===== config.mk =====
export PLATFORM = sky130hd
export DESIGN_NAME = lcd_bus_responder_flat
export DESIGN_NICKNAME = d
export VERILOG_FILES = /design/src/rtl/lcd_bus_responder_if.sv /design/src/rtl/lcd_bus_responder.sv /design/src/flat_wrapper.sv
export SDC_FILE = /design/constraint.sdc
export NUM_CORES = 1
export LEC_CHECK = 0
export ABC_CLOCK_PERIOD_IN_PS = 2600
export CAP_MARGIN = 10
export CORE_ASPECT_RATIO = 0.5
export CORE_UTILIZATION = 42
export DETAILED_ROUTE_END_ITERATION = 16
export GPL_ROUTABILITY_DRIVEN = 0
export SLEW_MARGIN = 20
export SYNTH_ARGS = -nofsm -noshare
export SYNTH_HDL_FRONTEND = slang
export SYNTH_SLANG_ARGS = --single-unit

===== constraint.sdc =====
create_clock -name iCLK -period 2.6 [get_ports iCLK]
set_clock_uncertainty 0.2 [all_clocks]
set_input_delay 0.52 -clock iCLK [delete_from_list [all_inputs] [get_ports iCLK]]
set_output_delay 0.52 -clock iCLK [all_outputs]
set_load 0.01 [all_outputs]

===== src/rtl/lcd_bus_responder_if.sv =====
// Character-LCD bus plus buffer-readout signals shared by the responder and whatever drives it.
// The LCD strobe side and the mirror read port travel together.
interface lcd_bus_responder_if;
    logic [7:0] LCD_DATA;
    logic       LCD_RS;
    logic       LCD_RW;
    logic       LCD_EN;
    logic [4:0] iRD_ADDR;
    logic [7:0] oRD_DATA;
    logic [6:0] oCURSOR;
    logic       oDISP_ON;
    logic       oCUR_ON;
    logic       oBLINK;
    logic       oLINES2;
    logic       oBUSY;
    logic       oPROTO_ERR;

    modport master (
        output LCD_DATA, LCD_RS, LCD_RW, LCD_EN, iRD_ADDR,
        input  oRD_DATA, oCURSOR, oDISP_ON, oCUR_ON, oBLINK, oLINES2, oBUSY, oPROTO_ERR
    );

    modport slave (
        input  LCD_DATA, LCD_RS, LCD_RW, LCD_EN, iRD_ADDR,
        output oRD_DATA, oCURSOR, oDISP_ON, oCUR_ON, oBLINK, oLINES2, oBUSY, oPROTO_ERR
    );
endinterface


===== src/rtl/lcd_bus_responder.sv =====
// HD44780-style responder: decodes strobes from a character-LCD bus into a 2x16 buffer,
// cursor address and display flags, and flags strobes that break the busy window.
module lcd_bus_responder #(
    parameter int unsigned CMD_BUSY = 40,
    parameter int unsigned CLR_PAD  = 1600
) (
    input logic                 iCLK,
    input logic                 iRST_N,
    lcd_bus_responder_if.slave  bus
);

    localparam int unsigned CntMax = (CMD_BUSY > CLR_PAD) ? CMD_BUSY : CLR_PAD;
    localparam int unsigned CntW   = (CntMax > 2) ? $clog2(CntMax) : 1;
    localparam logic [CntW-1:0] CmdLoad = CntW'(CMD_BUSY - 1);
    localparam logic [CntW-1:0] ClrLoad = CntW'(CLR_PAD - 1);

    typedef enum logic [1:0] {StClear, StHold, StIdle} state_e;

    // Synchronizers and strobe capture
    logic [1:0] en_sync_q, rs_sync_q, rw_sync_q;
    logic [7:0] data_s1_q, data_s2_q;
    logic       en_prev_q, rs_hold_q, rw_hold_q;
    logic [7:0] data_hold_q;

    always_ff @(posedge iCLK or negedge iRST_N) begin
        if (!iRST_N) begin
            en_sync_q   <= '0;
            rs_sync_q   <= '0;
            rw_sync_q   <= '0;
            data_s1_q   <= '0;
            data_s2_q   <= '0;
            en_prev_q   <= 1'b0;
            rs_hold_q   <= 1'b0;
            rw_hold_q   <= 1'b0;
            data_hold_q <= '0;
        end else begin
            en_sync_q <= {en_sync_q[0], bus.LCD_EN};
            rs_sync_q <= {rs_sync_q[0], bus.LCD_RS};
            rw_sync_q <= {rw_sync_q[0], bus.LCD_RW};
            data_s1_q <= bus.LCD_DATA;
            data_s2_q <= data_s1_q;
            en_prev_q <= en_sync_q[1];
            // Keep the bus values from the last cycle EN was seen high
            if (en_sync_q[1]) begin
                rs_hold_q   <= rs_sync_q[1];
                rw_hold_q   <= rw_sync_q[1];
                data_hold_q <= data_s2_q;
            end
        end
    end

    logic strobe;
    assign strobe = en_prev_q & ~en_sync_q[1];

    state_e          state_q;
    logic [4:0]      fill_q;
    logic [CntW-1:0] cnt_q;
    logic [6:0]      addr_q;
    logic            id_q, cgram_q;
    logic            disp_q, cur_q, blink_q, lines2_q, err_q, busy_q;

    function automatic logic [6:0] step_addr(input logic [6:0] a, input logic inc);
        logic [6:0] r;
        if (inc) begin
            if (a == 7'h27)                          r = 7'h40;
            else if (a == 7'h67)                     r = 7'h00;
            else if ((a >= 7'h28 && a <= 7'h3F) || a >= 7'h68) r = 7'h00;
            else                                     r = a + 7'd1;
        end else begin
            if (a == 7'h00)      r = 7'h67;
            else if (a == 7'h40) r = 7'h27;
            else                 r = a - 7'd1;
        end
        return r;
    endfunction

    logic accept;
    assign accept = strobe && !rw_hold_q && (state_q == StIdle);

    always_ff @(posedge iCLK or negedge iRST_N) begin
        if (!iRST_N) begin
            state_q  <= StClear;
            fill_q   <= '0;
            cnt_q    <= '0;
            addr_q   <= '0;
            id_q     <= 1'b1;
            cgram_q  <= 1'b0;
            disp_q   <= 1'b0;
            cur_q    <= 1'b0;
            blink_q  <= 1'b0;
            lines2_q <= 1'b0;
            err_q    <= 1'b0;
            busy_q   <= 1'b1;
        end else begin
            if (strobe && (rw_hold_q || state_q != StIdle)) err_q <= 1'b1;
            unique case (state_q)
                StClear: begin
                    fill_q <= fill_q + 5'd1;
                    if (fill_q == 5'd31) begin
                        cnt_q   <= ClrLoad;
                        state_q <= StHold;
                    end
                end
                StHold: begin
                    if (cnt_q == '0) begin
                        state_q <= StIdle;
                        busy_q  <= 1'b0;
                    end else begin
                        cnt_q <= cnt_q - CntW'(1);
                    end
                end
                StIdle: begin
                    if (accept) begin
                        state_q <= StHold;
                        cnt_q   <= CmdLoad;
                        busy_q  <= 1'b1;
                        if (rs_hold_q) begin
                            addr_q <= step_addr(addr_q, id_q);
                        end else begin
                            unique casez (data_hold_q)
                                8'b1???????: begin
                                    addr_q  <= data_hold_q[6:0];
                                    cgram_q <= 1'b0;
                                end
                                8'b01??????: begin
                                    addr_q  <= {1'b0, data_hold_q[5:0]};
                                    cgram_q <= 1'b1;
                                end
                                8'b001?????: lines2_q <= data_hold_q[3];
                                8'b0001????: ;
                                8'b00001???: begin
                                    disp_q  <= data_hold_q[2];
                                    cur_q   <= data_hold_q[1];
                                    blink_q <= data_hold_q[0];
                                end
                                8'b000001??: id_q <= data_hold_q[1];
                                8'b0000001?: begin
                                    addr_q  <= '0;
                                    cgram_q <= 1'b0;
                                end
                                8'b00000001: begin
                                    addr_q  <= '0;
                                    id_q    <= 1'b1;
                                    cgram_q <= 1'b0;
                                    fill_q  <= '0;
                                    state_q <= StClear;
                                end
                                default: ;
                            endcase
                        end
                    end
                end
                default: state_q <= StIdle;
            endcase
        end
    end

    // Single buffer write port shared by the clear fill and data writes
    logic       mem_we;
    logic [4:0] mem_idx;
    logic [7:0] mem_wdata;

    always_comb begin
        mem_we    = 1'b0;
        mem_idx   = '0;
        mem_wdata = 8'h20;
        if (state_q == StClear) begin
            mem_we  = 1'b1;
            mem_idx = fill_q;
        end else if (accept && rs_hold_q && !cgram_q) begin
            mem_wdata = data_hold_q;
            if (addr_q[6:4] == 3'b000) begin
                mem_we  = 1'b1;
                mem_idx = {1'b0, addr_q[3:0]};
            end else if (addr_q[6:4] == 3'b100) begin
                mem_we  = 1'b1;
                mem_idx = {1'b1, addr_q[3:0]};
            end
        end
    end

    logic [7:0] mem_q [32];
    logic [7:0] rd_data_q;

    always_ff @(posedge iCLK) begin
        if (mem_we) mem_q[mem_idx] <= mem_wdata;
    end

    always_ff @(posedge iCLK or negedge iRST_N) begin
        if (!iRST_N) rd_data_q <= '0;
        else         rd_data_q <= mem_q[bus.iRD_ADDR];
    end

    assign bus.oRD_DATA   = rd_data_q;
    assign bus.oCURSOR    = addr_q;
    assign bus.oDISP_ON   = disp_q;
    assign bus.oCUR_ON    = cur_q;
    assign bus.oBLINK     = blink_q;
    assign bus.oLINES2    = lines2_q;
    assign bus.oBUSY      = busy_q;
    assign bus.oPROTO_ERR = err_q;

endmodule


===== src/flat_wrapper.sv =====
// flat-port wrapper written by rule: the top's interface ports become plain ports
module lcd_bus_responder_flat 
#(
    parameter int unsigned CMD_BUSY = 40,
    parameter int unsigned CLR_PAD  = 1600
)
  (iCLK, iRST_N, bus_LCD_DATA, bus_LCD_RS, bus_LCD_RW, bus_LCD_EN, bus_iRD_ADDR, bus_oRD_DATA, bus_oCURSOR, bus_oDISP_ON, bus_oCUR_ON, bus_oBLINK, bus_oLINES2, bus_oBUSY, bus_oPROTO_ERR);
  lcd_bus_responder_if bus_i ();
  input logic iCLK;
  input logic iRST_N;
  input wire logic [$bits(bus_i.LCD_DATA)-1:0] bus_LCD_DATA;
  input wire logic [$bits(bus_i.LCD_RS)-1:0] bus_LCD_RS;
  input wire logic [$bits(bus_i.LCD_RW)-1:0] bus_LCD_RW;
  input wire logic [$bits(bus_i.LCD_EN)-1:0] bus_LCD_EN;
  input wire logic [$bits(bus_i.iRD_ADDR)-1:0] bus_iRD_ADDR;
  output wire logic [$bits(bus_i.oRD_DATA)-1:0] bus_oRD_DATA;
  output wire logic [$bits(bus_i.oCURSOR)-1:0] bus_oCURSOR;
  output wire logic [$bits(bus_i.oDISP_ON)-1:0] bus_oDISP_ON;
  output wire logic [$bits(bus_i.oCUR_ON)-1:0] bus_oCUR_ON;
  output wire logic [$bits(bus_i.oBLINK)-1:0] bus_oBLINK;
  output wire logic [$bits(bus_i.oLINES2)-1:0] bus_oLINES2;
  output wire logic [$bits(bus_i.oBUSY)-1:0] bus_oBUSY;
  output wire logic [$bits(bus_i.oPROTO_ERR)-1:0] bus_oPROTO_ERR;
  assign bus_i.LCD_DATA = bus_LCD_DATA;
  assign bus_i.LCD_RS = bus_LCD_RS;
  assign bus_i.LCD_RW = bus_LCD_RW;
  assign bus_i.LCD_EN = bus_LCD_EN;
  assign bus_i.iRD_ADDR = bus_iRD_ADDR;
  assign bus_oRD_DATA = bus_i.oRD_DATA;
  assign bus_oCURSOR = bus_i.oCURSOR;
  assign bus_oDISP_ON = bus_i.oDISP_ON;
  assign bus_oCUR_ON = bus_i.oCUR_ON;
  assign bus_oBLINK = bus_i.oBLINK;
  assign bus_oLINES2 = bus_i.oLINES2;
  assign bus_oBUSY = bus_i.oBUSY;
  assign bus_oPROTO_ERR = bus_i.oPROTO_ERR;
  lcd_bus_responder #(.CMD_BUSY(CMD_BUSY), .CLR_PAD(CLR_PAD)) u_core (.iCLK(iCLK), .iRST_N(iRST_N), .bus(bus_i));
endmodule

; ---- Word level (Yosys, flattened, before mapping)
; Memories as Yosys holds them, arrays and structs flattened. A register that Yosys moved wholly into a read port is not among the register bits.
; Cells that the tools add are included.
[word_totals]
reg_bits = 66
word_cells = 123
ram_bits = 256
output_inout_bits = 21
input_bits = 18
n_memories = 1
[memory_table]
columns = memory, words, word_bits, rd, rd_clocked_by_memory_dff, write_ports, line_no
row1 = u_core.mem_q, 32, 8, 1, 1, 1, lcd_bus_responder.sv:182  ; logic [7:0] mem_q [32];
[op_classes]
n_addsub = 4
n_reduce_logical = 32
n_bitwise = 3
magnitude_cmp = 3
n_eq_ne = 20
muxes = 39
[op_table]
columns = op, n
row1 = $mux W7, 7
row2 = $mux W5, 7
row3 = $mux W11, 3
row4 = $pmux W11 S3, 1
row5 = $reduce_and A4 Y1, 6
row6 = $pmux W7 S3, 1
row7 = $mux W8, 2
row8 = $eq A7 B7 Y1 const B, 2
row9 = $logic_not A11 Y1, 1
row10 = $sub A11 B1 Y11 const B, 1
row11 = $pmux W5 S2, 1
row12 = $mux W1, 9
row13 = $reduce_and A3 Y1, 3
row14 = $eq A8 B1 Y1 const B, 1
row15 = $mux W2, 4
row16 = $ne A2 B2 Y1 const B, 4
row17 = $reduce_bool A2 Y1, 4
row18 = $add A7 B1 Y7 const B, 1
row19 = $eq A7 B1 Y1 const B, 1
row20 = $eq A7 B6 Y1 const B, 1
row21 = $ge A7 B6 Y1 const B, 1
row22 = $ge A7 B7 Y1 const B, 1
row23 = $le A7 B6 Y1 const B, 1
row24 = $logic_not A7 Y1, 1
row25 = 23 further kinds, 37

; ---- Logic depth before layout (Yosys ltp)
[logic_depth]
depth_word = 10
depth_mapped = 9
depth_no_buf = 8

; ---- Least setup slack after synthesis
; No wires, ideal clock.
[synth_timing]
kind = register to register
start = reg u_core.cnt_q[0]
end = reg u_core.cnt_q[0]
required_time_ns = 2.273
n_path_buf = 2
stages_incl_launch_ff = 9
path_slack_ns = -0.083
synth_period_minus_slack_ns = 2.683
setup_ns = 0.127
arrival_time_ns = 2.356
cell_sequence = dfrtp_1 inv_1 ha_1 or3b_1 or3_1 buf_6 o41ai_4 buf_6 mux2_1
[synth_via]
elab_chain_len = 3
elab_cells_between_ends = 6
classes_between = add/sub (1) / eq/ne (1) / mux (2) / reduce/logical (2)
[synth_rtl]
columns = item, line_no
row1 = from (decl), lcd_bus_responder.sv:57  ; logic [CntW-1:0] cnt_q;
row2 = from (signal assigned), lcd_bus_responder.sv:100  ; cnt_q <= ClrLoad;
row3 = from (signal assigned), lcd_bus_responder.sv:109  ; cnt_q <= cnt_q - CntW'(1);
row4 = from (signal assigned), lcd_bus_responder.sv:115  ; cnt_q <= CmdLoad;
row5 = $sub A11 B1 Y11 or $logic_not A11 Y1 (tied branches), "lcd_bus_responder.sv:109, lcd_bus_responder.sv:105"
row6 = $mux W11 or $ne A2 B2 Y1 (tied branches), --
row7 = $pmux W11 S3 or $reduce_and A4 Y1 (tied branches), --
; Parallel ways exist; a longest one is shown, timed or not. The select of a mux whose other input is x is not followed.
; A chain may end at the register's enable or synchronous reset.

; ---- Final worst setup path
[layout_timing]
start = reg u_core.cnt_q[0]
end = reg u_core.state_q[1]
[layout_via]
elab_chain_len = 3
[layout_rtl]
columns = item, line_no
row1 = $logic_not A11 Y1, lcd_bus_responder.sv:105  ; if (cnt_q == '0) begin
row2 = $ne A2 B1 Y1 (no source line), --
row3 = $reduce_and A3 Y1 (no source line), --
row4 = to (signal assigned), lcd_bus_responder.sv:101  ; state_q <= StHold;
row5 = to (signal assigned), lcd_bus_responder.sv:106  ; state_q <= StIdle;
row6 = to (signal assigned), lcd_bus_responder.sv:114  ; state_q <= StHold;
row7 = to (decl), lcd_bus_responder.sv:55  ; state_e state_q;
; Every way passes these cells.

==> summary.txt <==
Run status
  – Status: finished clean

Final layout
  – Layout filler cell count: around 2,500
  – Total Nets Final: approximately 940
  – Diode count: 0
  – Synth-to-Final Area Change: 20.48%
  – Filler-free cell count of the finished design: between 1,000 and 1,500
  – Share of post-route cells with drive strength above 1: 0.2765
  – Final instance area: around 16,000 um^2

STA
  – Fmax: 399.2 MHz
  – Endpoints failing setup: 0
  – Slew Limit Headroom: 0.5306
  – RSZ-0062 raised after global routing: true
  – Worst-margin pin slew: around 0.70 ns
  – Crit share post-route: 0.9634
  – Final max-slew violation count: 0
  – WHS: 0.1487 ns
  – Final Hold Vio Count: 0
  – Setup_tns: 0 ns
  – Fin crit period: 2.505 ns
  – Final setup margin: 0.09526 ns

Detailed routing
  – Routed len/inst: 21.22 um
  – Overall routed net length: 28,780 um
  – DR vias: 7,469
  – DRT antenna net count: 0
  – Initial drt markers: 587
  – Drt first pass iters: 5
  – DRC: 0
  – Vias per cell: 5.508

Worst hold path
  – Worst hold start: u_core.data_s1_q[2]
  – Hold Path Depth: 0
  – Min-delay worst type: reg2reg
  – Hold EP: u_core.data_s2_q[2]

Clocking
  – Total CTS buffers: 29
  – Clock latency on the worst-skew pair: approximately 0.55 ns
  – Number of buffers on the longest clock path: 3
  – CTS H-Tree Depth: 1
  – CTS tree: yes
  – Clock-pin slew on the worst setup and hold paths: 0.06 ns
  – Clk Tree Root Cell: clkbuf_16
  – CTS Sinks: 330

Placed design
  – HPWL after detailed placement: 18,780 um
  – Post-Place Cells: 1,299
  – Setup Slack @ Placement: -0.05839 ns
  – IO Port Bufs: 38
  – Placed inst area: 14,980 um^2

Global route
  – Largest net degree at the start of global routing: 45
  – GRT Util Overall: 0.1810
  – Initial antenna violation count: 0
  – Grt ovf: 0
  – Vias in the first global route: 7,466
  – First-pass GRT wire length: 44,170 um

Synthesis
  – Area share of the largest cell type after synthesis: 0.5756
  – Synth area leader: edfxtp_1
  – Mean Syn Cell Area: 17.08 um^2
  – Synth Instances: a little under 800
  – Post-synth EDFFs: 256
  – Post-Syn Nets: 809
  – Largest cells by area after synthesis: edfxtp_1, dfrtp_1, mux4_2
  – Sequential share of the synthesized area: 0.7144
  – Ys Warns: 0
  – Library cells used by synthesis: 63
  – Post-Syn Area: 13,360 um^2
  – FFs w/ async S/R, synth: 0.2242
  – Seq cells post-synth: 330
  – Synth Flop Type: edfxtp_1

Power and ir drop
  – Sw power: 2.097 mW
  – Cell Int Power: 8.306 mW
  – Share of power burned in registers: 0.545
  – Cell Pwr Density: 646.6 nW/um^2
  – Switching portion of total power: 0.2016
  – P_leak: approximately 4.9 nW
  – VDD IR-drop max: 0.4342 mV
  – Comb power frac: 0.027
  – Clock Power Share: 0.428

Critical path
  – CP Cell Sequence: inv_1, ha_2, or3b_4, or3_4, buf_4, o41ai_4, nand3_1, mux2_2
  – Crit path kind: reg2reg
  – FF-to-FF End: u_core.state_q[1]
  – Reg2reg setup slack: 0.1 ns
  – Critical path fanouts, max: 5
  – Endpoint class of the critical path: register
  – Slowest stage delay, CP: 0.38 ns
  – Cell count of the worst reg-to-reg path: 8
  – Worst path required time: 2.84 ns
  – WP data arrival: between 2 and 3 ns
  – Critical R2R Launch: u_core.cnt_q[0]
  – Worst path slowest cell: dfrtp_1
  – Top Family by Delay on Critical Path: simple AND/OR/NAND/NOR gates
  – CP Buf/Inv Count: 2
  – Startpoint Class: register

Die
  – Die extent in y: 128.1 um
  – # IOs: 39
  – Die width: 254.2 um
  – Die area: 32,560 um^2
  – Row count: 45
  – CORE AREA: about 30,000 um^2
  – Initial core utilization: 0.4336

Run
  – Maxcap violations: 0
-- logic make-up after synthesis --
| family | after synthesis | share of synthesized area |
|---|---|---|
| AND/OR/NAND/NOR | 185 | 0.07298 |
| buffers and inverters | 59 | 0.01836 |
| flip-flops | 330 | 0.7144 |
| multiplexers | 84 | 0.1244 |
| AO/OA/AOI/OAI | 115 | 0.06137 |
| adder cells (fa/ha/maj) | 9 | 0.008432 |
-- registers in the layout, summed over array words and instances, names as in the netlist --
| register | cells |
|---|---|
| u_core.state_q | 2 |
| u_core.id_q | 1 |
| u_core.en_sync_q | 2 |
| u_core.bus.oRD_DATA | 8 |
| u_core.data_s1_q | 8 |
| u_core.en_prev_q | 1 |
| u_core.bus.oBLINK | 1 |
| u_core.mem_q | 256 |
| u_core.fill_q | 5 |
| u_core.bus.oBUSY | 1 |
| u_core.cgram_q | 1 |
| u_core.bus.oPROTO_ERR | 1 |
| u_core.rs_sync_q | 2 |
| u_core.bus.oCURSOR | 7 |
| u_core.cnt_q | 11 |
| u_core.rw_hold_q | 1 |
| u_core.rw_sync_q | 2 |
| u_core.bus.oCUR_ON | 1 |
| u_core.bus.oDISP_ON | 1 |
| u_core.data_s2_q | 8 |
| u_core.rs_hold_q | 1 |
| u_core.bus.oLINES2 | 1 |
| u_core.data_hold_q | 8 |
-- power groups by stage --
stage	combinational (mW)	sequential, mW	clock (mW)
after global placement	0.282	5.78	0
after floorplan	0.152	5.78	0
after global routing	0.305	5.67	4.72
after CTS	0.285	5.67	4.53
final	0.281	5.67	4.45
after detailed placement	0.282	5.78	0
-- worst max path at each step --
stage,startpoint,endpoint,slack [ns],cells past startpoint
2_1_floorplan,u_core.state_q[0],u_core.mem_q[25][0],-0.07,7
3_3_place_gp,u_core.state_q[0],u_core.mem_q[23][0],-0.09,8
3_5_place_dp,u_core.state_q[0],u_core.mem_q[21][6],-0.06,8
4_1_cts,u_core.cnt_q[0],u_core.state_q[1],0.007,8
5_1_grt,u_core.fill_q[0],u_core.cnt_q[7],-0.05,9
6_report,u_core.cnt_q[0],u_core.state_q[1],0.1,8
-- metal layers --
metal  share of wire  routed length, um  vias up  GRT usage
met5               0                  0        -          0
met1            0.46              13170     3848     0.2585
met3           0.048               1375       35    0.03411
li1                -                  -     3402          -
met2            0.48              13690      184     0.2882
met4           0.019                541        0    0.04394
-- placed cells by master, fill, tap and decap left out, drive strengths merged, types with 4 or more instances in the layout --
| cell type | Yosys | final |
|---|---|---|
| a21oi | 11 | 11 |
| a31oi | 6 | 6 |
| and2 | 8 | 8 |
| buf | 11 | 104 |
| bufinv | 0 | 4 |
| clkbuf | 32 | 34 |
| clkdlybuf4s50 | 0 | 35 |
| clkinv | 1 | 10 |
| dfrtp | 72 | 72 |
| edfxtp | 256 | 256 |
| ha | 9 | 9 |
| inv | 15 | 20 |
| mux2 | 16 | 16 |
| mux2i | 4 | 4 |
| mux4 | 64 | 64 |
| nand2 | 27 | 27 |
| nand2b | 4 | 4 |
| nand3 | 15 | 15 |
| nand3b | 7 | 7 |
| nand4 | 4 | 4 |
| nor2 | 55 | 55 |
| nor2b | 5 | 5 |
| nor3 | 14 | 14 |
| nor4 | 15 | 15 |
| o21ai | 22 | 22 |
| o22ai | 34 | 34 |
| o41ai | 5 | 5 |
| or3 | 9 | 9 |
| or3b | 5 | 5 |
| or4 | 4 | 4 |
-- Yosys cell counts, drive strengths merged, types with 6 or more instances --
cell type,count
clkbuf,32
edfxtp,256
dfrtp,72
mux4,64
a21oi,11
nand3,15
o21ai,22
inv,15
nor2,55
nor3,14
ha,9
nor4,15
mux2,16
nand3b,7
nand2,27
o22ai,34
buf,11
and2,8
a31oi,6
or3,9
-- layout make-up --
cell class,count,area (um^2),area share
clock buffer,34,764.5,0.04751
multi-input combinational,393,3654,0.2271
inverter,16,60.06,0.003733
tap,423,529.3,0.03289
clock inverter,20,225.2,0.01400
sequential,330,9542,0.5930
timing repair buffer,140,1316,0.08180
-- timing repair --
item                       in CTS  in global routing
buffers inserted                1                  1
hold endpoints to repair       29                  0
hold buffers                    1                  0
setup endpoints to repair     113                179
pin swaps                       0                  5
gates resized for setup         3                 21
-- stage by stage --
step / util / power, mW
2_1_floorplan: - / 5.929
6_report: 0.5224 / 10.40
5_1_grt: 0.5224 / 10.69
3_3_place_gp: 0.4862 / 6.063
3_5_place_dp: 0.4864 / 6.063
4_1_cts: 0.5199 / 10.48
Note: power is estimated with default switching activity, not from simulation.
